**src/rtl/apb_timer_pkg.sv**
```systemverilog
// Shared register map, TCR bit positions and bus/register-select types for the APB timer.
// The ISR decode is present only when APB_TIMER_IRQ_EN is defined.
package apb_timer_pkg;

  localparam logic [4:0] ADDR_TCR  = 5'h00;
  localparam logic [4:0] ADDR_TCNT = 5'h04;
  localparam logic [4:0] ADDR_PSC  = 5'h08;
  localparam logic [4:0] ADDR_ARR  = 5'h0C;
  localparam logic [4:0] ADDR_ISR  = 5'h10;

  localparam int TCR_EN_BIT  = 0;
  localparam int TCR_CLR_BIT = 1;
  localparam int ISR_OVF_BIT = 0;

  typedef enum logic [2:0] {
    SEL_NONE,
    SEL_TCR,
    SEL_TCNT,
    SEL_PSC,
    SEL_ARR,
    SEL_ISR
  } reg_sel_e;

  typedef enum logic {
    BUS_IDLE,
    BUS_ACK
  } bus_state_e;

  // Full 5-bit compare, so misaligned offsets fall through to SEL_NONE.
  function automatic reg_sel_e decode_addr(input logic [4:0] addr);
    reg_sel_e sel;
    case (addr)
      ADDR_TCR:  sel = SEL_TCR;
      ADDR_TCNT: sel = SEL_TCNT;
      ADDR_PSC:  sel = SEL_PSC;
      ADDR_ARR:  sel = SEL_ARR;
`ifdef APB_TIMER_IRQ_EN
      ADDR_ISR:  sel = SEL_ISR;
`endif
      default:   sel = SEL_NONE;
    endcase
    return sel;
  endfunction

endpackage

```
**src/rtl/apb_timer_core.sv**
```systemverilog
// Prescaler, counter and overflow flag of the APB timer.
// The OVF flag and its clear input exist only when APB_TIMER_IRQ_EN is defined.
module apb_timer_core
  import apb_timer_pkg::*;
(
  input  logic        PCLK,
  input  logic        PRESET,
  input  logic        en,
  input  logic        clr,
  input  logic [31:0] psc,
  input  logic [31:0] arr,
  output logic [31:0] tcnt
`ifdef APB_TIMER_IRQ_EN
  ,
  input  logic        ovf_clr,
  output logic        ovf
`endif
);

  logic [31:0] presc_reg, presc_next;
  logic [31:0] tcnt_reg, tcnt_next;
  logic        tick;
  logic        wrap;

  always_comb begin
    tick       = en && (presc_reg >= psc);
    wrap       = tick && !clr && (tcnt_reg >= arr);
    presc_next = presc_reg;
    tcnt_next  = tcnt_reg;
    // A clear beats a coincident tick.
    if (clr) begin
      presc_next = 32'd0;
      tcnt_next  = 32'd0;
    end else if (en) begin
      presc_next = tick ? 32'd0 : presc_reg + 32'd1;
      if (tick) begin
        tcnt_next = wrap ? 32'd0 : tcnt_reg + 32'd1;
      end
    end
  end

  always_ff @(posedge PCLK or negedge PRESET) begin
    if (!PRESET) begin
      presc_reg <= 32'd0;
      tcnt_reg  <= 32'd0;
    end else begin
      presc_reg <= presc_next;
      tcnt_reg  <= tcnt_next;
    end
  end

  assign tcnt = tcnt_reg;

`ifdef APB_TIMER_IRQ_EN
  logic ovf_reg, ovf_next;

  // Setting wins over a simultaneous write-1-to-clear.
  always_comb begin
    ovf_next = ovf_reg;
    if (wrap) begin
      ovf_next = 1'b1;
    end else if (ovf_clr) begin
      ovf_next = 1'b0;
    end
  end

  always_ff @(posedge PCLK or negedge PRESET) begin
    if (!PRESET) begin
      ovf_reg <= 1'b0;
    end else begin
      ovf_reg <= ovf_next;
    end
  end

  assign ovf = ovf_reg;
`endif

endmodule

```
**src/rtl/apb_timer_slave.sv**
```systemverilog
// APB slave with one wait state wrapping the timer core: bus FSM plus register file.
// Define APB_TIMER_IRQ_EN to add the ISR register and the irq output.
module apb_timer_slave
  import apb_timer_pkg::*;
#(
  parameter logic [31:0] RESET_ARR = 32'hFFFF_FFFF
) (
  input  logic        PCLK,
  input  logic        PRESET,
  input  logic        PSEL,
  input  logic        PENABLE,
  input  logic        PWRITE,
  input  logic [4:0]  PADDR,
  input  logic [31:0] PWDATA,
  output logic [31:0] PRDATA,
  output logic        PREADY
`ifdef APB_TIMER_IRQ_EN
  ,
  output logic        irq
`endif
);

  bus_state_e  state_reg, state_next;
  reg_sel_e    sel;
  logic        commit, wr_commit, rd_commit;

  logic        en_reg, en_next;
  logic [31:0] psc_reg, psc_next;
  logic [31:0] arr_reg, arr_next;
  logic [31:0] prdata_reg, prdata_next;
  logic [31:0] rdata;
  logic        clr_pulse;
  logic [31:0] tcnt;
`ifdef APB_TIMER_IRQ_EN
  logic        ovf;
  logic        ovf_clr;
`endif

  always_ff @(posedge PCLK or negedge PRESET) begin
    if (!PRESET) begin
      state_reg <= BUS_IDLE;
    end else begin
      state_reg <= state_next;
    end
  end

  always_comb begin
    state_next = BUS_IDLE;
    if (state_reg == BUS_IDLE && PSEL && PENABLE) begin
      state_next = BUS_ACK;
    end
  end

  // The commit cycle is the first access cycle; PREADY follows one cycle later.
  always_comb begin
    commit    = (state_reg == BUS_IDLE) && PSEL && PENABLE;
    wr_commit = commit && PWRITE;
    rd_commit = commit && !PWRITE;
  end

  assign PREADY = (state_reg == BUS_ACK);
  assign sel    = decode_addr(PADDR);

  always_comb begin
    en_next   = en_reg;
    psc_next  = psc_reg;
    arr_next  = arr_reg;
    clr_pulse = 1'b0;
`ifdef APB_TIMER_IRQ_EN
    ovf_clr   = 1'b0;
`endif
    if (wr_commit) begin
      case (sel)
        SEL_TCR: begin
          en_next   = PWDATA[TCR_EN_BIT];
          clr_pulse = PWDATA[TCR_CLR_BIT];
        end
        SEL_PSC: psc_next = PWDATA;
        SEL_ARR: arr_next = PWDATA;
`ifdef APB_TIMER_IRQ_EN
        SEL_ISR: ovf_clr = PWDATA[ISR_OVF_BIT];
`endif
        default: ;
      endcase
    end
  end

  always_comb begin
    rdata = 32'd0;
    case (sel)
      SEL_TCNT: rdata = tcnt;
      SEL_PSC:  rdata = psc_reg;
      SEL_ARR:  rdata = arr_reg;
`ifdef APB_TIMER_IRQ_EN
      SEL_ISR:  rdata = {31'd0, ovf};
`endif
      default:  rdata = 32'd0;
    endcase
    prdata_next = rd_commit ? rdata : prdata_reg;
  end

  always_ff @(posedge PCLK or negedge PRESET) begin
    if (!PRESET) begin
      en_reg     <= 1'b0;
      psc_reg    <= 32'd0;
      arr_reg    <= RESET_ARR;
      prdata_reg <= 32'd0;
    end else begin
      en_reg     <= en_next;
      psc_reg    <= psc_next;
      arr_reg    <= arr_next;
      prdata_reg <= prdata_next;
    end
  end

  assign PRDATA = prdata_reg;

  apb_timer_core u_core (
    .PCLK    (PCLK),
    .PRESET  (PRESET),
    .en      (en_reg),
    .clr     (clr_pulse),
    .psc     (psc_reg),
    .arr     (arr_reg),
    .tcnt    (tcnt)
`ifdef APB_TIMER_IRQ_EN
    ,
    .ovf_clr (ovf_clr),
    .ovf     (ovf)
`endif
  );

`ifdef APB_TIMER_IRQ_EN
  assign irq = ovf;
`endif

endmodule

```
**config.mk**
```make
export PLATFORM = sky130hd
export DESIGN_NAME = apb_timer_slave
export DESIGN_NICKNAME = d
export VERILOG_FILES = /design/src/rtl/apb_timer_pkg.sv /design/src/rtl/apb_timer_core.sv /design/src/rtl/apb_timer_slave.sv
export SDC_FILE = /design/constraint.sdc
export NUM_CORES = 1
export LEC_CHECK = 0
export BUFFER_PORTS_ARGS = -buffer_cell sky130_fd_sc_hd__buf_2
export CAP_MARGIN = 20
export CORE_MARGIN = 2
export CORE_UTILIZATION = 65
export CTS_BUF_LIST = sky130_fd_sc_hd__clkbuf_16
export DETAILED_ROUTE_END_ITERATION = 10
export HOLD_SLACK_MARGIN = 0.03
export PLACE_DENSITY = 0.86
export SYNTH_ARGS = -nofsm -noshare
export SYNTH_HDL_FRONTEND = slang
export SYNTH_SLANG_ARGS = --single-unit
```
**constraint.sdc**
```tcl
create_clock -name PCLK -period 8.1 [get_ports PCLK]
set_clock_uncertainty 0.15 [all_clocks]
set_input_delay 1.62 -clock PCLK [delete_from_list [all_inputs] [get_ports PCLK]]
set_output_delay 1.62 -clock PCLK [all_outputs]
set_load 0.01 [all_outputs]
```
Yosys cells after proc, flatten, opt, wreduce, memory -nomap -nowiden. Cells that the tools add are included.

Reductions and logical operators: 16. Bitwise logic cells: 1. Add/subtract/negate cells: 2. Multiplexer cells: 12. Magnitude comparators: 2. Eq/ne operators: 7.

Operators with widths (count): $mux W32 (7); $pmux W32 S3 (1); $add A32 B1 Y32 const B (2); $ge A32 B32 Y1 (2); $pmux W3 S4 (1); $eq A5 B4 Y1 const B (2); $reduce_and A2 Y1 (4); $logic_and A1 B1 Y1 (7); $eq A3 B2 Y1 const B (2); $eq A5 B3 Y1 const B (1); $logic_not A5 Y1 (1); $reduce_bool A2 Y1 (2); $eq A3 B1 Y1 const B (1); $eq A3 B3 Y1 const B (1); $mux W1 (3); $logic_not A1 Y1 (2); $not A1 Y1 (1).

Register bits: 162. Input bits: 42.

Logic depth before layout (Yosys ltp). Gate-level depths: netlist (run 1).

Word-level depth: 12. Gate-level depth with buffers: 11. Gate-level depth less buffers: 9.

By module. Synthesis (run 1) repeated with hierarchy kept, for this count alone.

Cells, all modules: 948. Area total of the unflattened synthesis: 9484.1 µm².

By module, submodules not included: apb_timer_core (cells each 616, sequential area each 1601.5 µm², area an instance 5076.1 µm², instances 1); apb_timer_slave (cells each 332, sequential area each 2492.4 µm², area an instance 4408.0 µm², instances 1).

Worst setup path after synthesis (run 1). No wires, ideal clock.

Kind: input -> register. Start: input PADDR[4]. End: register u_core.presc_reg[27]. Data arrival time: 3.254 ns. Path slack: 4.564 ns. Data required time: 7.818 ns. Stages on the path: 7. Cell sequence: nor4_4 > nand4b_4 > a2111oi_4 > and4_1 > nand4_1 > xor2_1 > nor2_1.

Word-level cells in the longest chain between the ends: 6. Elaborated cells between the ends (all ways): 10.

Ends and longest elaborated chain: start, declared (line apb_timer_slave.sv:13) `input logic [4:0] PADDR,`; $eq A5 B4 Y1 (tied with other cells) (line apb_timer_pkg.sv:32) `case (addr)`; $pmux W3 S4 * (line apb_timer_pkg.sv:32); $eq A3 B1 Y1 * (line apb_timer_slave.sv:73) `case (sel)`; $mux W1 * (line apb_timer_slave.sv:73); $mux W1 * (line apb_timer_slave.sv:72) `if (wr_commit) begin`; $mux W32 / $reduce_bool A2 Y1 (equally long branches); end signal, assigned (line apb_timer_core.sv:47) `presc_reg <= presc_next;`; end, declared (line apb_timer_core.sv:20) `logic [31:0] presc_reg, presc_next;`.

Mark *: on every way between the ends. The rest lies on a longest branch, timed or not. A chain may end at the register's enable or synchronous reset.

Final worst setup path (run 1).
Start: input PADDR[3]. End: register u_core.tcnt_reg[4] (netlist: u_core.tcnt[4]).

Word-level cells in the longest chain between the ends: 12. Elaborated cells between the ends (all ways): 18.

Ends and longest elaborated chain: $eq A5 B4 Y1 (tied with other cells) (line apb_timer_pkg.sv:32); $pmux W3 S4 * (line apb_timer_pkg.sv:32); $eq A3 B1 Y1 * (line apb_timer_slave.sv:73); $mux W1 * (line apb_timer_slave.sv:73); $mux W1 * (line apb_timer_slave.sv:72); $logic_not A1 Y1 (line apb_timer_core.sv:27) `wrap = tick && !clr && (tcnt_reg >= arr);`; $logic_and A1 B1 Y1 (2 in a row) (line apb_timer_core.sv:27); $mux W32 (line apb_timer_core.sv:37) `tcnt_next = wrap ? 32'd0 : tcnt_reg + 32'd1;`; $mux W32 (line apb_timer_core.sv:36) `if (tick) begin`; $mux W32 (line apb_timer_core.sv:34) `end else if (en) begin`; $mux W32 (line apb_timer_core.sv:31) `if (clr) begin`; end signal, assigned (line apb_timer_core.sv:48) `tcnt_reg <= tcnt_next;`; end, declared (line apb_timer_core.sv:21) `logic [31:0] tcnt_reg, tcnt_next;`.

Mark *: on every way between the ends. The rest lies on a longest branch, timed or not. The select of a mux whose other input is x is not followed.

==> metrics.csv, run 1 <==
stage,metric,value,unit
critical_path,crit path launch type,primary input,
synthesis,largest cells by area after synthesis,"dfrtp_1 (35%), dfstp_2 (9.1%), ha_1 (8.9%)",
place,port buffer count,74,
floorplanning,initial core utilization,0.667,
critical_path,worst flop-to-flop path startpoint,psc_reg[13],
cts,CTS tree,built,
layout,share of layout cells above drive strength 1,0.216,
synthesis,sequential element share of the synthesized area,0.441,
grt,GRT overflow,0,
floorplanning,Die Span Y,124,um
cts,H-tree depth,4,
synthesis,Post-synth EDFFs,0,
grt,first-pass GRT wire length,39200,um
synthesis,Mapped Nets,1076,
pwr,Leak,4.77,nW
pwr,P per Cell Area,204,mW/mm^2
synthesis,most common flop cell mapped by yosys,dfrtp_1,
synthesis,Commonest cells post-synth,"dfrtp_1 (130), nor2_1 (97), inv_1 (92)",
synthesis,mean area per synthesized cell,9.60,um^2
cts,Clock Tree Buf Depth,2,
floorplanning,core region area,0.0139,mm^2
synthesis,post-synth top area cell,dfrtp_1,
sta,fin crit period,4050,ps
sta,Slew @ Worst Pin,1060,ps
cts,PostCTS Resize Cnt,0,
synthesis,Mapped Area,0.00929,mm^2
min_path,Hold Path Origin,PREADY,
critical_path,"Arr. time, crit path",4250,ps
cts,Clock transition at path regs,60,ps
layout,nets@finish,1135,
sta,Fmax,0.247,GHz
sta,RSZ-0062 raised after global routing,false,
place,Placed Area,0.00980,mm^2
cts,worst skew pair latency,430,ps
floorplanning,number of core rows,43,
synthesis,post-synthesis cell type count,54,
grt,largest net degree at the start of global routing,103,
critical_path,r2r endpoint,u_core.tcnt[2],
place,gpl congestion,0.857,
layout,Final Cell Area,0.0105,mm^2
sta,worst rel slew slack,0.294,
cts,cts hold-fix bufs,0,
critical_path,Worst R2R Path Depth,10,
floorplanning,I/O Pins,75,
synthesis,synthesized flop and latch total,162,
cts,Post-CTS Setup Bufs,0,
route,final WL,24100,um
sta,Final Cycle Share,0.501,
pwr,Worst VDD drop,0.000169,V
cts,CTS Buf Count,17,
synthesis,area share of the largest cell type after synthesis,0.350,
min_path,worst hold path type,reg2reg,
sta,setup violators final,0,
route,metal3 WL,1980,um
critical_path,"Max FO, Critical Path",64,
route,initial drt markers,863,
floorplanning,Die ar.,0.0153,mm^2
cts,TritonCTS Sinks,162,
layout,final core occ,0.751,
layout,ant diodes,0,
route,wire per inst,19.8,um
route,met1 wire length,10100,um
synthesis,"count leader, synth",dfrtp_1,
route,Routed Antenna Nets,0,
synthesis,Syn Inst Count,968,
sta,Final Max Tran Viols,0,
floorplanning,Die Span X,124,um
critical_path,Setup CP Type,in2reg,
grt,Total GRT Usage,0.337,
route,vias per cell,6.40,
min_path,WHS Path Cells,1,
grt,initial antenna violation count,0,
outcome,status,"finished, final reports clean",
synthesis,fraction of registers with async set/reset,1.00,
route,Vias,7804,
critical_path,"reg-to-reg slack, setup",4190,ps
synthesis,YS warnings,0,
sta,final setup TNS,0,ps
layout,area grow syn2layout,12.7,%
sta,Final Hold Viols,0,
critical_path,Critical Path RT,8300,ps
route,Routed met2 length,11600,um
flow_run,Max Cap Viol,0,
place,Final HPWL DP,16300,um
cts,CTS root buffer,clkbuf_16,
critical_path,crit path capture type,flop,
min_path,Hold Path End,PREADY,
grt,vias in the first global route,7651,
route,drt drc,0,
route,DR pass1 iterations,6,
route,Top Layer Used,met4,
==> worst max-delay path by stage <==
stage / slack, ps / endpoint / cells after the start / start
floorplan: 4560 / u_core.presc_reg[27] / 7 / PADDR[4]
global placement: 3860 / u_core.tcnt[6] / 8 / PADDR[3]
detailed placement: 3740 / u_core.tcnt[4] / 8 / PADDR[3]
CTS: 4150 / u_core.tcnt[4] / 8 / PADDR[3]
global route: 3900 / u_core.tcnt[4] / 8 / PADDR[3]
finish: 4050 / u_core.tcnt[4] / 8 / PADDR[3]
==> routing by layer <==
metal	vias to the layer above	track usage
li1	3557	-
met3	38	0.0895
met5	-	0
met4	0	0.102
met1	3834	0.458
met2	375	0.534
==> through the flow <==
stage | hold slack, ps | setup WS, ps | total power, mW | instances
6_report | 331 | 4050 | 2.13 | 1220
5_1_grt | 378 | 3900 | 2.22 | 1220
4_1_cts | 333 | 4150 | 2.13 | 1219
3_5_place_dp | 323 | 3740 | 1.25 | 1187
3_3_place_gp | 317 | 3860 | 1.24 | 1187
2_1_floorplan | 346 | 4560 | 1.12 | 968
==> layout by cell type (no fill, tap or decap), drive strengths merged, types with 3 or more instances in the layout <==
cell type	count
a211oi	4
dfrtp	130
inv	96
o21ai	59
o22ai	3
o211ai	26
ha	66
buf	83
and2	7
dfstp	32
a221oi	4
nand3	32
a21o	3
nor4	8
clkinvlp	4
xor2	22
a31oi	17
a41oi	3
a22oi	32
and4	11
a21oi	57
nor3	12
clkbuf	17
nand2	69
nand4	18
nor2	97
and3	17
bufinv	5
mux2	70
xnor2	9
nor2b	5
==> worst max-delay path, stage by stage <==
cell	delay, ps
buf_2	780
and4b_1	350
nor2_1	140
nand2_1	100
nor4b_4	220
buf_4	410
or3b_1	390
a31oi_1	190
==> final cells by class <==
class / count / area [um^2]
multi-input combinational: 671 / 4700
sequential: 162 / 4090
fill: 915 / 3470
timing repair buffer: 83 / 464
clock buffer: 17 / 425
inverter: 92 / 345
tap: 180 / 225
clock inverter: 15 / 214
==> power by group <==
part | switching, mW | internal (mW)
logic | 0.183 | 0.120
clock network | 0.337 | 0.545
registers | 0.0623 | 0.885
==> kinds of logic after synthesis <==
logic type / Yosys count / share of synthesized area
AOI/OAI and AO/OA: 215 / 0.144
buffers and inverters: 135 / 0.0548
muxes: 70 / 0.0849
xor gates and xnor gates: 31 / 0.0292
adders and majority gates: 66 / 0.0889
and+or+nand+nor: 289 / 0.157
DFF: 162 / 0.441
Note: power is estimated with default switching activity, not from simulation.
==> run 2, diff against run 1 <==
--- a/config.mk
+++ b/config.mk
@@ -8,11 +8,11 @@
 export BUFFER_PORTS_ARGS = -buffer_cell sky130_fd_sc_hd__buf_2
 export CAP_MARGIN = 20
 export CORE_MARGIN = 2
-export CORE_UTILIZATION = 65
+export CORE_UTILIZATION = 61
 export CTS_BUF_LIST = sky130_fd_sc_hd__clkbuf_16
 export DETAILED_ROUTE_END_ITERATION = 10
 export HOLD_SLACK_MARGIN = 0.03
-export PLACE_DENSITY = 0.86
+export PLACE_DENSITY = 0.81
 export SYNTH_ARGS = -nofsm -noshare
 export SYNTH_HDL_FRONTEND = slang
 export SYNTH_SLANG_ARGS = --single-unit
==> constraint.sdc (replaced) <==
create_clock -name PCLK -period 3.75 [get_ports PCLK]
set_clock_uncertainty 0.15 [all_clocks]
set_input_delay 0.75 -clock PCLK [delete_from_list [all_inputs] [get_ports PCLK]]
set_output_delay 0.75 -clock PCLK [all_outputs]
set_load 0.01 [all_outputs]
==> run 2 against run 1 <==
  * Clock power increased by 95%
  * Critical path type is now reg2reg
  * Non-clock buffer count increased by 4
  * Routed wire length decreased by 4.1%
  * Combinational power increased by 120%
  * Die area increased by 6.3%
  * Sequential power increased by 110%
  * Final area decreased by 0.19%
  * Sequential share of layout area increased by 0.075 points
  * Worst hold slack got worse by 150 ps
  * Critical path depth increased by 2
  * Largest cell class unchanged
  * Total power increased by 110%
==> metrics.csv, run 2 (synthesis results as in run 1) <==
stage,metric,value,unit,change
outcome,status,"finished, final reports clean",,
layout,ant diodes,0,,unchanged
grt,first-pass GRT wire length,37800,um,-3.5%
grt,vias in the first global route,7396,,-3.3%
critical_path,Setup CP Type,reg2reg,,
place,gpl congestion,0.857,,about the same
critical_path,crit path launch type,flop,,
sta,worst rel slew slack,0.546,,+0.252
sta,Slew @ Worst Pin,681,ps,-378 ps
floorplanning,I/O Pins,75,,unchanged
pwr,overall power,4.41,mW,+110%
pwr,P per Cell Area,422,mW/mm^2,+110%
critical_path,crit path capture type,flop,,
route,wire per inst,18.8,um,-5.0%
critical_path,"Max FO, Critical Path",37,,-42%
cts,PostCTS Resize Cnt,0,,unchanged
layout,area grow syn2layout,12.4,%,
flow_run,Max Cap Viol,0,,unchanged
place,Final HPWL DP,16200,um,-0.43%
sta,Final Cycle Share,0.818,,
cts,CTS root buffer,clkbuf_16,,
floorplanning,Die Span Y,127,um,+3.1%
route,vias per cell,6.17,,-3.5%
grt,GRT overflow,0,,unchanged
pwr,Internal Power,3.11,mW,+100%
pwr,sequential power share,0.461,,+0.017
pwr,clock network power share,0.390,,-0.024
route,initial drt markers,602,,-30%
sta,smallest hold slack,177,ps,-154 ps
cts,CTS tree,built,,
route,Routed Antenna Nets,0,,unchanged
cts,H-tree depth,4,,unchanged
sta,setup violators final,0,,unchanged
floorplanning,initial core utilization,0.618,,-0.0487
route,Vias,7606,,-2.5%
cts,cts hold-fix bufs,0,,unchanged
grt,Total GRT Usage,0.298,,-0.0398
cts,Clock transition at path regs,70,ps,about the same
sta,fin crit period,3070,ps,
cts,CTS Buf Count,17,,unchanged
layout,Final Non-Filler Cells,1232,,+0.98%
pwr,switch share,0.294,,+0.0212
layout,"commonest non-fill, non-tap cell in the layout",dfrtp_1,,
route,DR pass1 iterations,6,,unchanged
sta,RSZ-0062 raised after global routing,false,,
sta,Final Hold Viols,0,,unchanged
floorplanning,number of core rows,45,,+4.7%
grt,initial antenna violation count,1,,+1
sta,Final Max Tran Viols,0,,unchanged
pwr,Comb power frac,0.149,,+0.007
cts,TritonCTS Sinks,162,,unchanged
place,dpl cells,1200,,+1.1%
cts,Post-CTS Setup Bufs,0,,unchanged
critical_path,"Arr. time, crit path",3280,ps,-970 ps
pwr,Sw Pwr,1.30,mW,+120%
layout,share of layout cells above drive strength 1,0.221,,+0.00492
grt,largest net degree at the start of global routing,72,,-30%
layout,nets@finish,1139,,+0.35%
critical_path,Critical Path RT,3960,ps,-4340 ps
cts,worst skew pair latency,440,ps,about the same
layout,"commonest cells after routing, fill and taps aside","dfrtp_1 (130), nor2_1 (97), inv_1 (92)",,
layout,Layout fillers,1117,,+22%
pwr,Leak,4.76,nW,-0.17%
layout,Final Cell Area,0.0104,mm^2,-0.19%
floorplanning,core region area,0.0150,mm^2,+7.9%
place,Placed Area,0.00987,mm^2,+0.74%
sta,Fmax,0.326,GHz,
place,port buffer count,74,,unchanged
floorplanning,Die ar.,0.0162,mm^2,+6.3%
pwr,Worst VDD drop,0.000422,V,+150%
route,drt drc,0,,unchanged
route,final WL,23100,um,-4.1%
cts,Clock Tree Buf Depth,2,,unchanged
min_path,worst hold path type,in2async,,
floorplanning,Die Span X,127,um,+3.1%
sta,final setup TNS,0,ps,unchanged
run 2: cell types whose count changed in the layout (fill, tap and decap cells not counted), sizes merged:
cell	previous run	this run
clkinvlp	4	3
clkinv	2	4
bufinv	5	1
inv	96	99
buf	83	87
run 2: per-layer routing:
metal / global-route usage / wire length (um) / vias up
li1: - / - / 3563
met3: 0.0632 / 1130 / 41
met5: 0 / 13 / -
met1: 0.411 / 10300 / 3797
met2: 0.475 / 11200 / 203
met4: 0.0937 / 487 / 2
run 2: metrics by stage:
stage	setup slack, ps	util
detailed placement	658	0.657
CTS	702	0.695
floorplan	1020	-
global route	427	0.695
global placement	755	0.657
finish	683	0.695
run 2: worst max-delay path, stage by stage, from the launching register on:
cell and delay [ps]:
dfstp_2 540, inv_1 40, ha_1 320, a21oi_1 160, a21oi_1 80, a2111oi_0 420
a21oi_1 180, nor4b_4 330, buf_12 240, or3b_1 360, a31oi_1 160
run 2: power by group through the flow:
stage / Sequential (mW) / Clock, mW / Combinational [mW]
after floorplan: 2.06 / 0 / 0.367
after global placement: 2.05 / 0 / 0.631
after detailed placement: 2.06 / 0 / 0.650
after CTS: 2.03 / 1.73 / 0.657
after global routing: 2.05 / 1.81 / 0.733
final: 2.03 / 1.72 / 0.657
run 2: area by class of cell:
cell class	count	area [um^2]	area share
Tap cell	188	235	0.0225
Multi-Input combinational cell	671	4700	0.450
Clock inverter	15	149	0.0143
Inverter	92	345	0.0331
Timing Repair Buffer	87	499	0.0478
Sequential cell	162	4090	0.392
Clock buffer	17	425	0.0407
run 2: final timing paths:
path | startpoint | to | slack [ps] | depth (start not counted)
worst max-delay path | arr_reg[7] | u_core.tcnt[6] | 680 | 10
worst min-delay path | PRESET | PRDATA[15] | 180 | 1
worst max register to register | arr_reg[7] | u_core.tcnt[6] | 680 | 10
worst min register to register | PREADY | PREADY | 340 | 1
max in group asynchronous | PRESET | arr_reg[30] | 2340 | 2
min in group PCLK | PREADY | PREADY | 340 | 1
